### config.mk
export PLATFORM = sky130hd
export DESIGN_NAME = oh_ser2par_rx
export DESIGN_NICKNAME = d
export VERILOG_FILES = /design/src/rtl/oh_ser2par_rx.sv
export SDC_FILE = /design/constraint.sdc
export NUM_CORES = 1
export LEC_CHECK = 0
export CAP_MARGIN = 40
export CORE_MARGIN = 5
export CORE_UTILIZATION = 50
export CTS_CLUSTER_DIAMETER = 200
export DETAILED_ROUTE_END_ITERATION = 10
export HOLD_SLACK_MARGIN = 0.05
export PLACE_DENSITY = 0.69
export SKIP_CTS_REPAIR_TIMING = 1
export SLEW_MARGIN = 10
export SYNTH_ARGS = -nofsm -noshare
export SYNTH_HDL_FRONTEND = slang
export SYNTH_SLANG_ARGS = --single-unit
### constraint.sdc
create_clock -name clk -period 5.7 [get_ports clk]
set_input_delay 0.57 -clock clk [delete_from_list [all_inputs] [get_ports clk]]
set_output_delay 0.57 -clock clk [all_outputs]
set_load 0.05 [all_outputs]
### src/rtl/oh_ser2par_rx.sv
// Serial-to-parallel receiver: gathers SW-bit beats into a PW-bit word and
// presents it right-aligned on a valid/wait handshake.
module oh_ser2par_rx #(
  parameter int PW = 64,
  parameter int SW = 1,
  parameter int CW = $clog2(PW / SW) + 1
) (
  input  logic          clk,
  input  logic          nreset,
  input  logic [SW-1:0] din,
  input  logic          access_in,
  input  logic [7:0]    datasize,
  input  logic          lsbfirst,
  output logic [PW-1:0] dout,
  output logic          access_out,
  input  logic          wait_in,
  output logic          wait_out,
  output logic          overflow
);

  localparam int NB = PW / SW;

  localparam logic [0:0] IDLE = 1'b0;
  localparam logic [0:0] RECV = 1'b1;

  logic [0:0]    state_q, state_d;
  logic [CW-1:0] count_q, count_d;
  logic [CW-1:0] len_q, len_d;
  logic          lsb_q, lsb_d;
  logic [PW-1:0] shiftreg_q, shiftreg_d;
  logic [PW-1:0] dout_q, dout_d;
  logic          access_q, access_d;
  logic          overflow_q, overflow_d;

  logic          accept;
  logic          complete;
  logic [CW-1:0] len_new;
  logic [CW-1:0] len_cur;
  logic          lsb_cur;
  logic [PW-1:0] sh_base;
  logic [PW-1:0] sh_next;
  logic [PW-1:0] word;
  int            shamt;

  assign wait_out = access_q & wait_in;
  assign accept   = access_in & ~wait_out;

  // Out-of-range or zero frame sizes fall back to a full word.
  always_comb begin
    if (datasize == 8'd0 || int'(datasize) > NB) begin
      len_new = CW'(NB);
    end else begin
      len_new = CW'(datasize);
    end
  end

  always_comb begin
    len_cur = (state_q == IDLE) ? len_new : len_q;
    lsb_cur = (state_q == IDLE) ? lsbfirst : lsb_q;
    sh_base = (state_q == IDLE) ? '0 : shiftreg_q;
    if (lsb_cur) begin
      sh_next = {din, sh_base[PW-1:SW]};
    end else begin
      sh_next = {sh_base[PW-SW-1:0], din};
    end
    // LSB-first frames shorter than a full word land in the top bits.
    shamt = SW * (NB - int'(len_cur));
    word  = lsb_cur ? (sh_next >> shamt) : sh_next;
  end

  always_comb begin
    complete = 1'b0;
    if (accept) begin
      complete = (state_q == IDLE) ? (len_new == CW'(1)) : (count_q == CW'(1));
    end
  end

  always_comb begin
    state_d    = state_q;
    count_d    = count_q;
    len_d      = len_q;
    lsb_d      = lsb_q;
    shiftreg_d = shiftreg_q;
    if (accept) begin
      shiftreg_d = sh_next;
      if (state_q == IDLE) begin
        len_d   = len_new;
        lsb_d   = lsbfirst;
        count_d = len_new - CW'(1);
        state_d = (len_new == CW'(1)) ? IDLE : RECV;
      end else begin
        count_d = count_q - CW'(1);
        if (count_q == CW'(1)) begin
          state_d = IDLE;
        end
      end
    end
  end

  always_comb begin
    dout_d     = complete ? word : dout_q;
    access_d   = complete | (access_q & wait_in);
    overflow_d = overflow_q | (access_in & wait_out);
  end

  always_ff @(posedge clk or negedge nreset) begin
    if (!nreset) begin
      state_q    <= IDLE;
      count_q    <= '0;
      len_q      <= '0;
      lsb_q      <= 1'b0;
      shiftreg_q <= '0;
      dout_q     <= '0;
      access_q   <= 1'b0;
      overflow_q <= 1'b0;
    end else begin
      state_q    <= state_d;
      count_q    <= count_d;
      len_q      <= len_d;
      lsb_q      <= lsb_d;
      shiftreg_q <= shiftreg_d;
      dout_q     <= dout_d;
      access_q   <= access_d;
      overflow_q <= overflow_d;
    end
  end

  assign dout       = dout_q;
  assign access_out = access_q;
  assign overflow   = overflow_q;

endmodule

==> impl_metrics.toml <==
[outcome]
outcome = "finished, final reports clean"

[cts]
clkTransAtPathRegs_ns = 0.07
cts.path.max_buffers = 2
cts_max_level = 4
tritoncts = "yes"
cell_at_the_root_of_the_clock_tree = "clkbuf_16"
cts_buffers = 17
clock-sinks = 146
worstSkewPairLatency_ns = 0.44

[worst_setup_path]
endpoint_kind = "register"
worstPathArrival_ns = 5.51
worstPathMaxFanout = 13
start_kind = "primary input"
critical_path_class = "primary input to register"
critical_path_required_ns = 6.05

[yosys]
cells_after_synth = 1387
synth_ff_type = "dfrtp_1"
synth_fp_nets = 1406
synth_seq_area_share_pct = 29.8
synthDistinctLibCells = 90
ys.warnings.count = 0
synthesized_area_per_cell_um2 = 8.85
synth_area_um2 = 12300
number_of_flops_mapped_to_enable_cells_by_yosys = 0
postSynthRegisterBits = 146
synthArstFlopShare_pct = 100

[floorplan]
floorplan.die_area_um2 = 27800
die_height_um = 167
die_w_um = 167
coreArea_um2 = 24200
placementRows = 57
pin_count = 81
starting_density_of_the_core_pct = 50.6

[cells_and_area]
final_nets = 1436
layout.cell_area.non_filler_um2 = 14000
finish.cell_count_without_fillers = 1754
layout.cells.most_common_list = "195 x nand2_1, 144 x dfrtp_1, 128 x nor2_1, 112 x mux2i_1, 79 x clkdlybuf4s50_1"
area_added_between_synthesis_and_finish_pct = 14.3
mostFrequentLayoutCell = "nand2_1"
share_of_layout_cells_above_drive_strength_1_pct = 14.7

[timing]
setup_slack_ns = 0.540
final_max_slew_viol_count = 0
hold_violations = 0
min_period_over_period_pct = 90.5
final_period_minus_worst_setup_slack_ns = 5.16
final.setup_skew_ns = 0.0141
max-slew-margin-rel_pct = 34.3
setup_repair_after_global_routing_missed_its_margin = "no"
timing.fmax_mhz = 194
timing.final.setup_violations = 0
finalSetupTns_ns = 0
worst_slew_pin_slew_ns = 0.978

[global_route]
vias_in_the_first_global_route = 11841
grt_overflow = 0
grt_start_max_net_pins = 98
grt_util_all_layers_pct = 37.2
wire_length_of_the_first_global_routing_pass_um = 79400
grt_antenna_before_repair = 3

[route]
detailroute.via_count = 12607
vias_per_cell = 7.19
drt_iter0_markers = 2129
drt_pre_antenna_iters = 6
finalWirelength_um = 52800
antenna_left = 0
remaining_drc_errors = 0
wl_per_cell_um = 30.1

[place]
place_ws_ns = 0.393
post-dp-hpwl_um = 39000
number_of_placed_instances_with_taps_included = 1722
detailed_place.area_um2 = 13400
routabilityCongestion = 1.09
portbufs = 80

[run]
cap_viol_max_count = 0

[hold_path]
worstHoldPathType = "primary input to async pin"
[cell type report]
cell class / count / area [µm²]
clock buffer: 19 / 433
fill: 2215 / 10200
timing repair buffer: 136 / 1280
clock inverter: 12 / 158
sequential: 146 / 3660
multi-input combinational: 1105 / 8050
tap: 324 / 405
inverter: 11 / 41.3
antenna: 1 / 2.50
[through the flow]
stage	hold slack, ns	utilization, %
2_1_floorplan	0.274	-
3_3_place_gp	0.439	55.3
3_5_place_dp	0.446	55.4
4_1_cts	0.228	57.8
5_1_grt	0.246	57.8
6_report	0.165	57.8
[layer usage]
layer	track usage, %	up-vias	wire, µm
li1	-	5389	-
met1	54.4	6095	21500
met2	52.4	963	21800
met3	10.6	156	7110
met4	14.1	4	2370
met5	0	-	27
[critical path, stage by stage]
cell,delay (ns)
clkdlybuf4s50_1,0.56
or4b_4,0.67
nand2_1,0.12
inv_1,0.10
ha_1,0.32
inv_1,0.37
buf_4,0.30
nand2_1,0.41
o21ai_0,0.61
nor2_1,0.12
a2111oi_0,0.85
buf_4,0.24
o21ai_1,0.06
a41oi_1,0.20
[cell usage after synthesis, types with 11 or more instances]
master    instances  area, µm²
nand2_1         196        736
dfrtp_1         146       3650
nor2_1          129        484
mux2i_1         112       1120
clkbuf_1         72        270
o21ai_0          68        340
a21oi_1          63        315
o31ai_1          62        465
mux4_2           56       1260
nand3_1          39        195
a221oi_1         36        315
o22ai_1          33        206
mux2_2           32        360
buf_2            25        125
a22oi_1          20        150
a31oi_1          20        125
nor3_1           20        100
and2_1           18        113
buf_1            14       52.6
nand2b_1         13       81.3
o211ai_1         12       90.1
a211oi_1         11       82.6
and3_1           11       68.8
[logic make-up after synthesis]
family                   synth area share (%)
buffers and inverters                    5.06
AND/OR/NAND/NOR                          17.0
AO/OA/AOI/OAI                            25.0
adder cells (fa/ha/maj)                 0.510
multiplexers                             22.3
flip-flops                               29.8
XOR/XNOR                                0.347
[registers in the layout (all words and copies together) (netlist names)]
| register | cells |
|---|---|
| dout | 64 |
| shiftreg_q | 64 |
| count_q | 7 |
| len_q | 7 |
| access_out | 1 |
| lsb_q | 1 |
| overflow | 1 |
| state_q | 1 |
[worst paths after layout]
check,startpoint,end,cells past startpoint,slack (ns)
min in group clk,overflow,overflow,1,0.46
hold reg to reg,overflow,overflow,1,0.46
setup reg to reg,state_q,dout[31],13,0.90
max in group asynchronous,nreset,shiftreg_q[14],2,4.23
hold / removal,nreset,dout[51],1,0.17
setup / recovery,datasize[7],dout[31],14,0.54
Power is not shown: default switching activity piles up to over one toggle a cycle in this logic, so the estimate is an artifact.
